`src/rtl/div_pkg.sv`:
```
// Shared types and constants for the sequential restoring divider.
package div_pkg;

  // Operand width used when the instantiating block does not override it.
  localparam int DEF_WIDTH = 32;

  // Sequencer states: wait for a request, iterate, then sign-correct and publish.
  typedef enum logic [1:0] {
    IDLE = 2'd0,
    CALC = 2'd1,
    FIX  = 2'd2
  } div_state_t;

  // Counter width needed to hold the value WIDTH (the step count).
  function automatic int cnt_width(input int width);
    return $clog2(width + 1);
  endfunction

  // Counter width for the default operand width.
  localparam int DEF_CNT_W = cnt_width(DEF_WIDTH);

endpackage

```
`src/rtl/div_step.sv`:
```
// One restoring-division iteration: shift {r, q} left, trial-subtract the
// divisor from the widened partial remainder, keep the difference on no borrow.
module div_step
  import div_pkg::*;
#(
  parameter int WIDTH = DEF_WIDTH
) (
  input  logic [WIDTH-1:0] r,
  input  logic [WIDTH-1:0] q,
  input  logic [WIDTH-1:0] b,
  output logic [WIDTH-1:0] r_next,
  output logic [WIDTH-1:0] q_next
);

  logic [WIDTH:0] r_sh;
  logic [WIDTH:0] diff;
  logic           borrow;

  // r < b always holds, so the shifted value fits WIDTH+1 bits and the top
  // bit of the WIDTH+1-bit difference is a clean borrow indicator.
  assign r_sh   = {r, q[WIDTH-1]};
  assign diff   = r_sh - {1'b0, b};
  assign borrow = diff[WIDTH];

  assign r_next = borrow ? r_sh[WIDTH-1:0] : diff[WIDTH-1:0];
  assign q_next = {q[WIDTH-2:0], ~borrow};

endmodule

```
`src/rtl/div_seq.sv`:
```
// Parametrised sequential restoring divider with signed/unsigned mode,
// quotient/remainder outputs, busy indication and divide-by-zero flag.
module div_seq
  import div_pkg::*;
#(
  parameter int WIDTH = DEF_WIDTH
) (
  input  logic             clk,
  input  logic             nrst,
  input  logic             en,
  input  logic             sgn,
  input  logic [WIDTH-1:0] opA,
  input  logic [WIDTH-1:0] opB,
  output logic [WIDTH-1:0] quo,
  output logic [WIDTH-1:0] rem,
  output logic             done,
  output logic             busy,
  output logic             dbz
);

  localparam int CW = cnt_width(WIDTH);

  div_state_t       state;
  logic [CW-1:0]    cnt;
  logic [WIDTH-1:0] r, q, b_mag, a_orig;
  logic             q_neg, r_neg, zero_div;
  logic [WIDTH-1:0] a_mag_in, b_mag_in;
  logic [WIDTH-1:0] r_step, q_step;
  logic             start;

  assign start = (state == IDLE) && en;

  // Operand magnitudes for the unsigned core; MIN maps onto itself as unsigned.
  always_comb begin
    // NOTE: every output of a combinational block gets a default first, so no
    // path leaves it unassigned and no latch is inferred.
    a_mag_in = opA;
    b_mag_in = opB;
    if (sgn && opA[WIDTH-1]) a_mag_in = -opA;
    if (sgn && opB[WIDTH-1]) b_mag_in = -opB;
  end

  div_step #(.WIDTH(WIDTH)) u_step (
    .r      (r),
    .q      (q),
    .b      (b_mag),
    .r_next (r_step),
    .q_next (q_step)
  );

  // Sequencer and registered outputs; reset discards any in-flight operation.
  always_ff @(posedge clk) begin
    // NOTE: sequential state uses non-blocking assignments so every register
    // samples pre-edge values regardless of statement order.
    if (!nrst) begin
      state <= IDLE;
      cnt   <= '0;
      quo   <= '0;
      rem   <= '0;
      done  <= 1'b0;
      busy  <= 1'b0;
      dbz   <= 1'b0;
    end else begin
      done <= 1'b0;
      case (state)
        IDLE: begin
          if (en) begin
            busy <= 1'b1;
            if (opB == '0) begin
              state <= FIX;
            end else begin
              cnt   <= CW'(WIDTH);
              state <= CALC;
            end
          end
        end
        CALC: begin
          cnt <= cnt - CW'(1);
          if (cnt == CW'(1)) state <= FIX;
        end
        FIX: begin
          quo   <= zero_div ? '1 : (q_neg ? -q : q);
          rem   <= zero_div ? a_orig : (r_neg ? -r : r);
          dbz   <= zero_div;
          done  <= 1'b1;
          busy  <= 1'b0;
          state <= IDLE;
        end
        default: state <= IDLE;
      endcase
    end
  end

  // Datapath working registers: loaded on acceptance, stepped during CALC.
  always_ff @(posedge clk) begin
    // NOTE: these are deliberately not reset; they are always reloaded on
    // acceptance before being read, so a reset would only cost wiring.
    if (start) begin
      a_orig   <= opA;
      b_mag    <= b_mag_in;
      q        <= a_mag_in;
      r        <= '0;
      q_neg    <= sgn && (opA[WIDTH-1] ^ opB[WIDTH-1]);
      r_neg    <= sgn && opA[WIDTH-1];
      zero_div <= (opB == '0);
    end else if (state == CALC) begin
      r <= r_step;
      q <= q_step;
    end
  end

endmodule

```
`config.mk`:
```
export PLATFORM = sky130hd
export DESIGN_NAME = div_seq
export DESIGN_NICKNAME = d
export VERILOG_FILES = /design/src/rtl/div_pkg.sv /design/src/rtl/div_step.sv /design/src/rtl/div_seq.sv
export SDC_FILE = /design/constraint.sdc
export NUM_CORES = 1
export LEC_CHECK = 0
export CELL_PAD_IN_SITES_DETAIL_PLACEMENT = 1
export CELL_PAD_IN_SITES_GLOBAL_PLACEMENT = 2
export CORE_MARGIN = 3
export CORE_UTILIZATION = 32
export DETAILED_ROUTE_END_ITERATION = 8
export PLACE_DENSITY = 0.74
export SYNTH_ARGS = -nofsm -noshare
export SYNTH_HDL_FRONTEND = slang
export SYNTH_SLANG_ARGS = --single-unit
```
`constraint.sdc`:
```
create_clock -name clk -period 3.9 [get_ports clk]
set_input_delay 0.78 -clock clk [delete_from_list [all_inputs] [get_ports clk]]
set_output_delay 0.78 -clock clk [all_outputs]
set_load 0.02 [all_outputs]
```
Yosys cells after proc, flatten, opt, wreduce, memory -nomap -nowiden
Index checks and enable logic that the tools add are counted.
{ "word_totals": {"reg_bits": 206, "in_bits": 68, "out_inout_bits": 67, "elab_cells": 59} }
{ "classes": {"n_addsub": 6, "n_eq_ne": 6, "n_mux": 19, "bitwise_logic": 2, "reduce_logical": 12} }
{ "op_table": {"columns": ["operator", "count"], "rows": [
  ["$mux 32", 9],
  ["$neg 32->32", 4],
  ["$sub 33x32->33", 1],
  ["$logic_not 32->1", 1],
  ["$mux 6", 2],
  ["$pmux 6 s2", 1],
  ["$eq 6x1->1 const B", 1],
  ["$mux 2", 3],
  ["$ne 2x2->1 const B", 3],
  ["$reduce_bool 2->1", 3],
  ["$sub 6x1->6 const B", 1],
  ["$logic_and 1x1->1", 4],
  ["$pmux 2 s2", 1],
  ["$reduce_and 2->1", 2],
  ["$reduce_and 3->1", 1],
  ["$eq 2x1->1 const B", 1],
  ["$eq 2x2->1 const B", 1],
  ["$logic_not 2->1", 1],
  ["$mux 1", 2],
  ["$pmux 1 s2", 1],
  ["$not 1->1", 1],
  ["$xor 1x1->1", 1]
]} }

Depth between registers and ports, before layout
Gate-level depths: netlist of the first run.
{ "logic_depth": {"ltp_word": 4, "ltp_mapped": 12, "mapped_depth_nobuf": 11} }

Hierarchy
A second synthesis of the first run with hierarchy kept.
{ "unflattened": {"hier_cells": 1393, "area_unflattened_um2": 12557.0} }
{ "modules_own_cells": {"columns": ["mod", "instances", "cells_per_inst", "area_each_um2", "seq_area_each_um2"], "rows": [
  ["div_seq", 1, 1057, 9965.8, 5114.9],
  ["div_step", 1, 336, 2591.2, 0.0]
]} }

Worst setup path before layout of the first run
No wires, ideal clock.
{ "synth_timing": {"path_type": "input port to flip-flop", "start": "input en", "end": "register q[22], data pin", "setup_ns": 0.367, "arrival_time_ns": 3.541, "required_ns": 3.533, "slack_ns": -0.008, "cell_stages": 4, "path_buffers": 2, "path_cell_list": "nor3b_1 > clkbuf_1 > clkbuf_1 > a21oi_1"} }
{ "synth_via": {"elab_chain_cells": 2} }
{ "synth_rtl": {"columns": ["item", "line", "text"], "rows": [
  ["start: declaration", "div_seq.sv:10", "input logic en,"],
  ["$logic_and 1x1->1", "div_seq.sv:31", "assign start = (state == IDLE) && en;"],
  ["named net start", "div_seq.sv:29", "logic start;"],
  ["$mux 32", "div_seq.sv:98", "if (start) begin"],
  ["end signal: assignment", "div_seq.sv:101", "q <= a_mag_in;"],
  ["end signal: assignment", "div_seq.sv:108", "q <= q_step;"],
  ["end: declaration", "div_seq.sv:25", "logic [WIDTH-1:0] r, q, b_mag, a_orig;"]
]} }
The timed path passes the listed nets, and every way through them passes these cells.
A chain may end at the register's enable or synchronous reset.

Worst setup path in the final report of the first run
{ "layout_timing": {"start": "register q[31]", "end": "register r[16]"} }
{ "layout_via": {"elab_chain_cells": 2} }
{ "layout_rtl": {"columns": ["item", "line", "text"], "rows": [
  ["$sub 33x32->33", "div_step.sv:22", "assign diff = r_sh - {1'b0, b};"],
  ["$mux 32", "div_step.sv:25", "assign r_next = borrow ? r_sh[WIDTH-1:0] : diff[WIDTH-1:0];"],
  ["end signal: assignment", "div_seq.sv:107", "r <= r_step;"],
  ["end: declaration", "div_seq.sv:25", null]
]} }
Every way passes these cells.

==> results.sh, run 1 <==
export IMPL_fill_cells=4243
export IMPL_final_cells=1982
export IMPL_dpl_cell_area_um2=14200
export IMPL_critical_path_class="reg2reg"
export IMPL_dp_cells=1933
export IMPL_synth_area_um2=12000
export IMPL_register_area_um2=5110
export IMPL_grt_max_degree=70
export IMPL_yosysWarnings=0
export IMPL_track_usage=0.182
export IMPL_cp_max_fo=8
export IMPL_cp_arrival_ns=3.96
export IMPL_grt_overflow_total=0
export IMPL_port_buffers=134
export IMPL_path_clk_slew_ns=0.06
export IMPL_period_needed_ns=3.47
export IMPL_cp_start_kind="register"
export IMPL_dpl_hpwl_um=27300
export IMPL_cts_sinks=206
export IMPL_core_area_um2=36800
export IMPL_tightest_slew_ns=1.11
export IMPL_clkLatencyLatePin_ns=0.55
export IMPL_clock_path_buffers=3
export IMPL_p_switching_mw=3.70
export IMPL_ys_seq_area_frac=0.426
export IMPL_intPower_mw=5.69
export IMPL_drtIter0Drc=475
export IMPL_finalCritPeriodShare=0.889
export IMPL_ys_ff_latch=206
export IMPL_timing_hold_ws_ns=0.465
export IMPL_yosys_area_top_type_share=0.248
export IMPL_synth_cell_types=66
export IMPL_cp_required_ns=4.39
export IMPL_die_h_um=200
export IMPL_rsz0062_at_grt="false"
export IMPL_cts_setup_buffers=0
export IMPL_wirelength_um=36600
export IMPL_area_growth_pct=25.3
export IMPL_num_rows=70
export IMPL_critPathCaptureType="register"
export IMPL_cts_resized=0
export IMPL_synth_cells=1339
export IMPL_initial_core_util=0.326
export IMPL_comb_power_share=0.426
export IMPL_cts_hold_buf=0
export IMPL_first_pass_iters=5
export IMPL_gp_congestion=0.808
export IMPL_cts_root_buffer="clkbuf_16"
export IMPL_dpl_worst_slack_ns=-0.0781
export IMPL_hold_start="rem[30]$_SDFFE_PN0P_"
export IMPL_wl_per_cell_um=18.4
export IMPL_drc=0
export IMPL_ant_nets=0
export IMPL_maxCapViolCount=0
export IMPL_h_tree_depth=1
export IMPL_relSlewSlack=0.258
export IMPL_async_flop_share=0
export IMPL_final_area_um2=15000
export IMPL_dieArea_um2=39800
export IMPL_power_switching_share=0.394
export IMPL_setup_slack_ns=0.432
export IMPL_ios=135
export IMPL_yosys_top_cells_area="edfxtp_1, dfxtp_1, xor2_1"
export IMPL_numCtsBuffers=27
export IMPL_synth_nets=1446
export IMPL_fin_nets=1601
export IMPL_max_vdd_ir_drop_v=0.000359
export IMPL_multi_input_area_um2=6410
export IMPL_leakagePower_nw=5.74
export IMPL_drive_above_1_share=0.0852
export IMPL_pwr_density_cell_nw_per_um2=625
export IMPL_maxSlewViolCount=0
export IMPL_vias=10300
export IMPL_hold_violations=0
export IMPL_grt_antenna_before_repair=0
export IMPL_yosysTopAreaCell="edfxtp_1"
export IMPL_status="finished, final reports clean"
export IMPL_fmaxAchievable_mhz=288
export IMPL_grt_pass1_wl_um=58700
export IMPL_p_seq_frac=0.317
export IMPL_p_clk_frac=0.257
export IMPL_synth_enable_flop_cells=99
export IMPL_grt_pass1_vias=10800
export IMPL_worstReg2RegStart="q[31]$_DFFE_PP_"
export IMPL_final_setup_tns_ns=0
export IMPL_via_per_inst=5.19
export IMPL_hold_path_class="reg2reg"
export IMPL_crit_start="q[31]$_DFFE_PP_"
export IMPL_antenna_cells=0
export IMPL_syn_area_per_cell_um2=8.96
export IMPL_finalSetupViolCount=0
export IMPL_finClkSkew_ns=0.00823
export IMPL_cts_tree="yes"
export IMPL_fp_dieW_um=200
export IMPL_ys_flop_type="dfxtp_1"
critical path, cell delays in order, from the launching register on:
cell and delay, ns:
edfxtp_1 0.35, inv_1 0.11, ha_1 0.27, fa_1 0.38, nor2b_1 0.17, o31a_1 0.17
o311ai_1 0.12, buf_4 0.17, a21oi_1 0.32, o21ai_1 0.14, buf_4 0.16, mux2i_2 0.14
buf_4 0.18, or4b_2 0.66, nand2_1 0.07
placed cells by master (no fill, tap or decap), types with 36 or more instances in the layout:
cell type        instances
xor2_1                  99
xnor2_1                 47
o31ai_1                 36
nand2_1                162
a21oi_1                111
edfxtp_1                99
buf_4                   57
inv_1                   61
o21ai_0                111
ha_1                    38
nor2_1                  84
dfxtp_1                107
clkdlybuf4s50_1        133
synthesized netlist by cell type (all sizes together), types with 9 or more instances:
master	number
mux2i	15
o31ai	37
and3	10
nand3	29
dfxtp	107
inv	61
nand2b	11
a21oi	111
and2	11
a21boi	29
or4	17
edfxtp	99
xnor2	47
o41ai	16
o21ai	113
a21o	10
nor3	23
a32oi	13
nor2	85
clkbuf	61
xor2	99
nand2	162
o211ai	9
or3	17
o311ai	12
ha	38
nor4	12
nor2b	12
layout make-up:
class                      instances  area share
multi-input combinational       1004       0.427
timing repair buffer             194       0.121
clock inverter                    12     0.00658
clock buffer                      37      0.0508
tap                              468      0.0390
sequential                       206       0.340
inverter                          61      0.0152
path summary, 6_finish.rpt:
check	slack [ns]	depth (start not counted)	to
min	0.47	2	rem[30]$_SDFFE_PN0P_
max reg2reg	0.43	14	r[16]$_SDFFE_PP0P_
min reg2reg	0.47	2	rem[30]$_SDFFE_PN0P_
max	0.43	14	r[16]$_SDFFE_PP0P_
stage by stage:
step                      utilization  total power [mW]
after detailed placement        0.385              7.01
after global routing            0.409              10.1
final                           0.409              9.39
after CTS                       0.409              9.49
after global placement          0.385              6.94
after floorplan                     -              5.67
metal layers:
metal	global-route usage	share of wire	wire length [um]
met2	0.298	0.46	16700
met5	0	0	0
met3	0.0209	0.032	1160
met1	0.261	0.50	18100
met4	0.0354	0.016	575
flip-flops by register name (all words and copies together) (netlist names), 2 cells and up:
name and flops:
a_orig 32, b_mag 32, cnt 6, q 32, quo 32, r 32
rem 32, state 2
power by group through the flow:
stage | Clock [mW] | Combinational, mW | Sequential, mW
floorplan | 0 | 2.77 | 2.90
global placement | 0 | 3.93 | 3.02
detailed placement | 0 | 3.98 | 3.02
CTS | 2.49 | 4.02 | 2.98
global route | 2.58 | 4.52 | 3.02
finish | 2.41 | 4.00 | 2.98
cell families after synthesis:
| kind of cell | share of synthesized area |
|---|---|
| xor gates and xnor gates | 0.107 |
| DFF | 0.426 |
| and+or+nand+nor | 0.166 |
| AOI/OAI and AO/OA | 0.206 |
| muxes | 0.0135 |
| buffers and inverters | 0.0404 |
| adders and majority gates | 0.0413 |
No activity file was read; power rests on OpenSTA's default activity.
==> run 2: changes to the inputs <==
--- a/config.mk
+++ b/config.mk
@@ -11,6 +11,7 @@
 export CORE_UTILIZATION = 32
 export DETAILED_ROUTE_END_ITERATION = 8
 export PLACE_DENSITY = 0.74
+export SKIP_LAST_GASP = 1
 export SYNTH_ARGS = -nofsm -noshare
 export SYNTH_HDL_FRONTEND = slang
 export SYNTH_SLANG_ARGS = --single-unit
==> results of run 2 <==
The final DEF is identical to that of run 1; final timing and power are the same.
==> run 3: changes to the inputs <==
--- a/config.mk
+++ b/config.mk
@@ -8,9 +8,9 @@
 export CELL_PAD_IN_SITES_DETAIL_PLACEMENT = 1
 export CELL_PAD_IN_SITES_GLOBAL_PLACEMENT = 2
 export CORE_MARGIN = 3
-export CORE_UTILIZATION = 32
+export CORE_UTILIZATION = 35
 export DETAILED_ROUTE_END_ITERATION = 8
-export PLACE_DENSITY = 0.74
+export PLACE_DENSITY = 0.77
 export SKIP_LAST_GASP = 1
 export SYNTH_ARGS = -nofsm -noshare
 export SYNTH_HDL_FRONTEND = slang
==> constraint.sdc (replaced) <==
create_clock -name clk -period 3.2 [get_ports clk]
set_input_delay 0.64 -clock clk [delete_from_list [all_inputs] [get_ports clk]]
set_output_delay 0.64 -clock clk [all_outputs]
set_load 0.02 [all_outputs]
==> results.sh, run 3 (synthesis results as in run 1) <==
export IMPL_grt_pass1_vias=11300
export IMPL_gp_congestion=0.843
export IMPL_dpl_hpwl_um=28200
export IMPL_hold_violations=0
export IMPL_numCtsBuffers=26
export IMPL_wirelength_um=37900
export IMPL_dieArea_um2=36500
export IMPL_grt_pass1_wl_um=60200
export IMPL_critPathMaxStageDelay_ns=0.54
export IMPL_worstReg2RegStart="q[8]$_DFFE_PP_"
export IMPL_grt_max_degree=70
export IMPL_crit_buf_inv=0
export IMPL_final_cell_mix="nand2_1, buf_4, clkdlybuf4s50_1"
export IMPL_grt_overflow_total=0
export IMPL_final_util=0.475
export IMPL_path_clk_slew_ns=0.06
export IMPL_die_h_um=191
export IMPL_cts_hold_buf=0
export IMPL_area_growth_pct=33.0
export IMPL_maxCapViolCount=0
export IMPL_initial_core_util=0.357
export IMPL_period_needed_ns=3.12
export IMPL_first_pass_iters=5
export IMPL_drtIter0Drc=552
export IMPL_grt_antenna_before_repair=0
export IMPL_critical_path_class="reg2reg"
export IMPL_cts_sinks=206
export IMPL_timing_hold_ws_ns=0.466
export IMPL_fmaxAchievable_mhz=321
export IMPL_max_vdd_ir_drop_v=0.000574
export IMPL_rsz0062_at_grt="true"
export IMPL_finClkSkew_ns=0.0123
export IMPL_ant_nets=0
export IMPL_core_area_um2=33600
export IMPL_fp_dieW_um=191
export IMPL_hold_start="rem[27]$_SDFFE_PN0P_"
export IMPL_h_tree_depth=1
export IMPL_drive_above_1_share=0.154
export IMPL_num_rows=67
export IMPL_wl_per_cell_um=18.3
export IMPL_status="finished, final reports clean"
export IMPL_antenna_cells=0
export IMPL_clock_path_buffers=3
export IMPL_critPathCaptureType="register"
export IMPL_via_per_inst=5.28
export IMPL_finalSetupViolCount=0
export IMPL_cp_start_kind="register"
export IMPL_hold_path_class="reg2reg"
export IMPL_leakagePower_nw=6.30
export IMPL_fin_nets=1708
export IMPL_path_delay_family="simple AND/OR/NAND/NOR gates"
export IMPL_cts_tree="yes"
export IMPL_cts_root_buffer="clkbuf_16"
export IMPL_dp_cells=2015
export IMPL_clkLatencyLatePin_ns=0.54
export IMPL_vias=10900
export IMPL_cpMaxStageDelayCell="or4_4"
export IMPL_cp_max_fo=4
export IMPL_finalCritPeriodShare=0.974
export IMPL_crit_chain="or4_4, or4_4, or3b_4, or3_4, or2_4, o31ai_4, xnor2_1, a21oi_1"
export IMPL_maxSlewViolCount=0
export IMPL_cp_required_ns=3.60
export IMPL_ios=135
export IMPL_tightest_slew_ns=1.01
export IMPL_crit_start="q[8]$_DFFE_PP_"
export IMPL_relSlewSlack=0.324
export IMPL_port_buffers=134
export IMPL_drc=0
export IMPL_final_cells=2069
export IMPL_cp_arrival_ns=3.52
export IMPL_pwr_density_cell_nw_per_um2=759
export IMPL_track_usage=0.204
export IMPL_crit_path_frequent_cell="or4_4"
## run 3: cell count changes in the layout (fill, tap and decap cells not counted), sizes merged
cell / previous run / this run
buf: 61 / 169
clkinv: 10 / 4
clkbuf: 37 / 41
inv: 62 / 63
## run 3: timing repair
action                                  4_1_cts  5_1_grt
resized for setup                             9       19
cloned                                        0        0
endpoints found under the setup margin       30       33
buffers inserted                              1        5
pin swaps                                     0        7
## run 3: worst min-delay path: stages, from the launching register on
cell and delay [ns]:
dfxtp_1 0.30, nand2_1 0.05, a21boi_0 0.06
## run 3: final cells by class
class,instances,area [um^2]
Inverter,61,229
Fill cell,3879,17700
Tap cell,448,561
Timing Repair Buffer,302,2650
Multi-Input combinational cell,1004,6530
Clock inverter,7,62.6
Clock buffer,41,812
Sequential cell,206,5110
## run 3: path summary, 6_finish.rpt
kind / end / slack (ns) / cells after the start
setup reg to reg: quo[31]$_SDFFE_PN0P_ / 0.08 / 8
hold reg to reg: rem[27]$_SDFFE_PN0P_ / 0.47 / 2
setup / recovery: quo[31]$_SDFFE_PN0P_ / 0.08 / 8
hold / removal: rem[27]$_SDFFE_PN0P_ / 0.47 / 2
## run 3: through the flow
stage	power (mW)	setup TNS [ns]	cell area, um^2	worst slack (ns)
CTS	12.0	0	15800	0.0118
finish	12.1	0	16000	0.0836
detailed placement	8.92	-6.21	14900	-0.547
global route	13.0	-0.0992	16000	-0.0592
global placement	8.76	-3.29	14900	-0.463
floorplan	6.91	0	12000	0.0272
## run 3: per-layer routing
layer / vias to the layer above / global-route usage / routed length (um)
met5: - / 0 / 0
met4: 0 / 0.0457 / 779
met3: 42 / 0.0202 / 1220
met2: 184 / 0.351 / 18000
met1: 5348 / 0.277 / 17800
li1: 5359 / - / -
## run 3: where the power goes
part,switching [mW],total (mW),internal [mW]
sequential,0.275,3.43,3.15
clock,1.18,3.00,1.82
combinational,3.23,5.68,2.45
